==> config.mk <==
export PLATFORM = sky130hd
export DESIGN_NAME = hdmi_fifo_wr_arb
export DESIGN_NICKNAME = d
export VERILOG_FILES = /design/src/rtl/hdmi_pkg.sv /design/src/rtl/hdmi_fifo_wr_arb_rr_arb2.sv /design/src/rtl/hdmi_fifo_wr_arb.sv
export SDC_FILE = /design/constraint.sdc
export NUM_CORES = 1
export LEC_CHECK = 0
export CAP_MARGIN = 20
export CORE_MARGIN = 4
export CORE_UTILIZATION = 30
export CTS_CLUSTER_DIAMETER = 200
export CTS_CLUSTER_SIZE = 30
export DETAILED_ROUTE_END_ITERATION = 8
export MAX_ROUTING_LAYER = met4
export PLACE_DENSITY = 0.73
export SLEW_MARGIN = 20
export SYNTH_ARGS = -nofsm -noshare
export SYNTH_HDL_FRONTEND = slang
export SYNTH_SLANG_ARGS = --single-unit
==> constraint.sdc <==
create_clock -name wr_clk -period 7.3 [get_ports wr_clk]
set_clock_uncertainty 0.2 [all_clocks]
set_input_delay 1.46 -clock wr_clk [delete_from_list [all_inputs] [get_ports wr_clk]]
set_output_delay 1.46 -clock wr_clk [all_outputs]
set_load 0.01 [all_outputs]
==> src/rtl/hdmi_pkg.sv <==
// Shared constants and state encoding for the HDMI pixel FIFO write side.
// Imported by the write-port arbiter and its round-robin helper.
package hdmi_pkg;
  localparam int DATA_W     = 32;
  localparam int FIFO_DEPTH = 1024;
  localparam int AF_THRESH  = 1020;

  typedef enum logic {
    IDLE = 1'b0,
    XFER = 1'b1
  } state_e;
endpackage

==> src/rtl/hdmi_fifo_wr_arb_rr_arb2.sv <==
// Two-way round-robin pick: a lone requester wins outright,
// a tie goes to the requester named by rr_ptr.
module rr_arb2 (
  input  logic [1:0] req,
  input  logic       rr_ptr,
  output logic [1:0] gnt
);
  always_comb begin
    gnt = req;
    unique case (1'b1)
      (req == 2'b11): gnt = rr_ptr ? 2'b10 : 2'b01;
      default:        gnt = req;
    endcase
  end
endmodule

==> src/rtl/hdmi_fifo_wr_arb.sv <==
// Packet-granular two-requester write-port arbiter for the HDMI pixel FIFO.
// Whole lines are granted round-robin; over-length lines are cut and flagged.
module hdmi_fifo_wr_arb #(
  parameter int DATA_W        = hdmi_pkg::DATA_W,
  parameter int MAX_PKT_WORDS = 1024,
  parameter int CNT_W         = 11
) (
  input  logic              wr_clk,
  input  logic              wr_rst_n,
  input  logic              s0_valid,
  input  logic [DATA_W-1:0] s0_data,
  input  logic              s0_last,
  output logic              s0_ready,
  input  logic              s1_valid,
  input  logic [DATA_W-1:0] s1_data,
  input  logic              s1_last,
  output logic              s1_ready,
  output logic              fifo_wr_en,
  output logic [DATA_W-1:0] fifo_wr_data,
  input  logic              fifo_wr_full,
  input  logic              fifo_almost_full,
  output logic [1:0]        grant,
  output logic              busy,
  output logic              err_trunc,
  input  logic              err_clr
);
  import hdmi_pkg::*;

  state_e             state_q, state_d;
  logic [1:0]         grant_q, grant_d, pick;
  logic               rr_ptr_q;
  logic [CNT_W-1:0]   word_cnt_q;
  logic               xfer, last_sel, cnt_hit, release_pkt;
  logic [DATA_W-1:0]  data_sel;

  rr_arb2 u_rr_arb2 (
    .req    ({s1_valid, s0_valid}),
    .rr_ptr (rr_ptr_q),
    .gnt    (pick)
  );

  assign xfer     = (s0_valid & s0_ready) | (s1_valid & s1_ready);
  assign data_sel = grant_q[1] ? s1_data : s0_data;
  assign last_sel = grant_q[1] ? s1_last : s0_last;
  assign cnt_hit  = (word_cnt_q + CNT_W'(1)) == CNT_W'(MAX_PKT_WORDS);
  assign release_pkt = xfer & (last_sel | cnt_hit);

  always_ff @(posedge wr_clk) begin
    if (!wr_rst_n) begin
      state_q <= IDLE;
      grant_q <= 2'b00;
    end else begin
      state_q <= state_d;
      grant_q <= grant_d;
    end
  end

  always_comb begin
    state_d = state_q;
    grant_d = grant_q;
    unique case (state_q)
      IDLE: begin
        if (|pick) begin
          state_d = XFER;
          grant_d = pick;
        end
      end
      XFER: begin
        if (release_pkt) begin
          state_d = IDLE;
          grant_d = 2'b00;
        end
      end
    endcase
  end

  // Ready is masked during reset so no word is taken while aborting.
  always_comb begin
    s0_ready = 1'b0;
    s1_ready = 1'b0;
    busy     = (state_q == XFER);
    grant    = grant_q;
    if (wr_rst_n && state_q == XFER &&
        !fifo_almost_full && !fifo_wr_full) begin
      s0_ready = grant_q[0];
      s1_ready = grant_q[1];
    end
  end

  always_ff @(posedge wr_clk) begin
    if (!wr_rst_n) begin
      rr_ptr_q     <= 1'b0;
      word_cnt_q   <= '0;
      fifo_wr_en   <= 1'b0;
      fifo_wr_data <= '0;
      err_trunc    <= 1'b0;
    end else begin
      fifo_wr_en <= xfer;
      if (xfer) fifo_wr_data <= data_sel;
      if (release_pkt) begin
        word_cnt_q <= '0;
        rr_ptr_q   <= grant_q[0];
      end else if (xfer) begin
        word_cnt_q <= word_cnt_q + CNT_W'(1);
      end
      if (xfer & cnt_hit & ~last_sel) err_trunc <= 1'b1;
      else if (err_clr)               err_trunc <= 1'b0;
    end
  end
endmodule

==> out/qor.yml <==
pwr:
  vdd_drop_max_uv: 79.5
  power_density_mw_per_mm2: 150
  p_leak_nw: 1.67
synth:
  synthDistinctLibCells: 40
  seq_area_frac_synth: 0.407
  synthesis.nets: 331
  synthCells: 257
  synth_area_mm2: 0.00241
  ys_warn_count: 0
  synthArstFlopShare: 0
  ys_ff_latch: 49
  synthFlopType: "dfxtp_1"
  synth_edf_count: 0
  avgSynthCellArea_um2: 9.39
placement:
  dp_hpwl_um: 4660
  io_buffers: 111
  dp.cells: 454
  gp_congestion: 0.827
floorplanning:
  die_x_um: 97.7
  num_rows: 32
  io_pins: 112
  die_y_um: 97.7
  core_area_mm2: 0.00777
  die_area_mm2: 0.00954
  initial_core_util: 0.311
detailed_routing:
  via_count: 2242
  drcViolationCount: 0
  post_drt_wl_per_cell_um: 13.7
  dr.pass1.iters: 4
  wl_um: 6320
  antenna_left: 0
  via_per_inst: 4.85
  initialDrtViolationCount: 91
global_route:
  first_global_vias: 2227
  gr-total-overflow: 0
  grt_usage: 0.133
  grt_pass1_wl_um: 10300
  grt_max_degree: 74
  antenna_found_initial: 0
setup_path:
  startpoint_type: "input port"
  r2r_slack_ns: 4.49
  worstSetupPathType: "input port to output pin"
  cp_data_arrival_time_ns: 3.25
  crit_path_end_kind: "output pin"
  crit_fanout: 42
  r2r_cells: 7
  critical_path_required_ns: 5.64
sta:
  worst_slew_pin_slew_ns: 0.904
  hold_viol_final: 0
  fin_crit_sh: 0.673
  max_freq_mhz: 204
  period_needed_ns: 4.91
  finalSetupViolations: 0
  slew_headroom: 0.398
  tns_ns: 0
  rsz0062_at_grt: "false"
  slew_violations: 0
clock_tree:
  ctsHoldBuffers: 0
  cts_setup_buffers: 0
  cts_buffer_depth: 2
  h-tree-depth: 2
  numCtsBuffers: 5
  cts_tree: "built"
  post_cts_resized: 0
  path_clk_slew_ns: 0.08
  cts-root-buf: "clkbuf_8"
  clkLatencyLatePin_ns: 0.29
  clock_sinks: 49
finish:
  nFillCells: 747
  final_cell_mix: "clkdlybuf4s50_1 (111), dfxtp_1 (48), nand2_1 (44)"
  mostFrequentLayoutCell: "clkdlybuf4s50_1"
  area_delta_synth_final_pct: 53.9
  instances_no_fill: 462
  final_nets: 433
  drive_above_1_share: 0.0444
  antenna_cells: 0
min_path:
  whs_path_depth: 1
  holdCritPathClass: "register to register"
run:
  maxCapViolations: 0
status:
  outcome: "finished clean"
[per-layer routing]
layer | global-route usage | part of all wire | wire [um] | vias to the layer above
li1 | - | - | - | 1123
met1 | 0.163 | 0.45 | 2860 | 1038
met2 | 0.220 | 0.48 | 3020 | 77
met3 | 0.0330 | 0.060 | 380 | 4
met4 | 0.0288 | 0.0079 | 50 | 0
met5 | - | 0 | 0 | -
[worst max-delay path, cell delays in order]
cell             delay (ns)
clkdlybuf4s50_1        0.45
buf_4                  0.36
and4bb_2               0.32
and2_1                 0.13
clkdlybuf4s50_1        0.53
[metrics by stage]
stage | cell area (um2) | util | hold WS [ns] | power (mW) | setup slack, ns
6_report | 3710 | 0.478 | 0.300 | 0.558 | 2.39
5_1_grt | 3710 | 0.478 | 0.327 | 0.583 | 2.30
4_1_cts | 3710 | 0.478 | 0.307 | 0.566 | 2.35
3_5_place_dp | 3600 | 0.463 | 0.286 | 0.367 | 2.35
3_3_place_gp | 3600 | 0.463 | 0.278 | 0.366 | 2.38
2_1_floorplan | 2410 | - | 0.278 | 0.313 | 3.72
[cell families after synthesis]
logic type                 count (synthesis)  synth area share
and+or+nand+nor                           91             0.183
DFF                                       49             0.407
AOI/OAI and AO/OA                         47             0.182
muxes                                     34             0.141
buffers and inverters                     22            0.0358
xor gates and xnor gates                  13            0.0472
adders and majority gates                  1           0.00519
[layout make-up]
class                           count  area, um2  area share
Clock inverter                      1       30.0     0.00809
Timing Repair Buffer              113       1130       0.303
Multi-Input combinational cell    186       1350       0.362
Tap cell                          102        128      0.0344
Clock buffer                        7       86.3      0.0232
Inverter                            4       16.3     0.00438
Sequential cell                    49        982       0.264
[where the power goes]
| part | switching, mW | leakage, nW | total (mW) | internal (mW) |
|---|---|---|---|---|
| clock network | 0.0868 | 0.0585 | 0.199 | 0.112 |
| registers | 0.00412 | 0.396 | 0.276 | 0.271 |
| logic | 0.0287 | 1.22 | 0.0843 | 0.0556 |
[path summary, 6_finish.rpt]
| check | from | to |
|---|---|---|
| worst max-delay path | wr_rst_n | s1_ready |
| worst min-delay path | fifo_wr_data[25] | fifo_wr_data[25] |
| worst max register to register | grant[1] | word_cnt_q[10] |
| worst min register to register | fifo_wr_data[25] | fifo_wr_data[25] |
[state kept, by name (all words and copies together) (netlist names)]
register,cells
fifo_wr_data,32
err_trunc,1
fifo_wr_en,1
word_cnt_q,11
busy,1
grant,2
rr_ptr_q,1
[Yosys cell counts (2+ instances only)]
cell / n / share of area
a31oi_1: 2 / 0.0052
and2_1: 3 / 0.0078
and3_1: 2 / 0.0052
buf_1: 6 / 0.0093
buf_2: 3 / 0.0062
clkbuf_1: 9 / 0.014
dfxtp_1: 49 / 0.41
inv_1: 3 / 0.0047
mux2i_1: 34 / 0.14
nand2_1: 44 / 0.068
nand3_1: 7 / 0.015
nand4_1: 3 / 0.0078
nor2_1: 16 / 0.025
nor3_1: 5 / 0.010
o211a_1: 32 / 0.13
o21ai_0: 3 / 0.0062
o31a_1: 2 / 0.0073
xnor2_1: 7 / 0.025
xor2_1: 6 / 0.022
No activity file was read; power rests on OpenSTA's default activity.
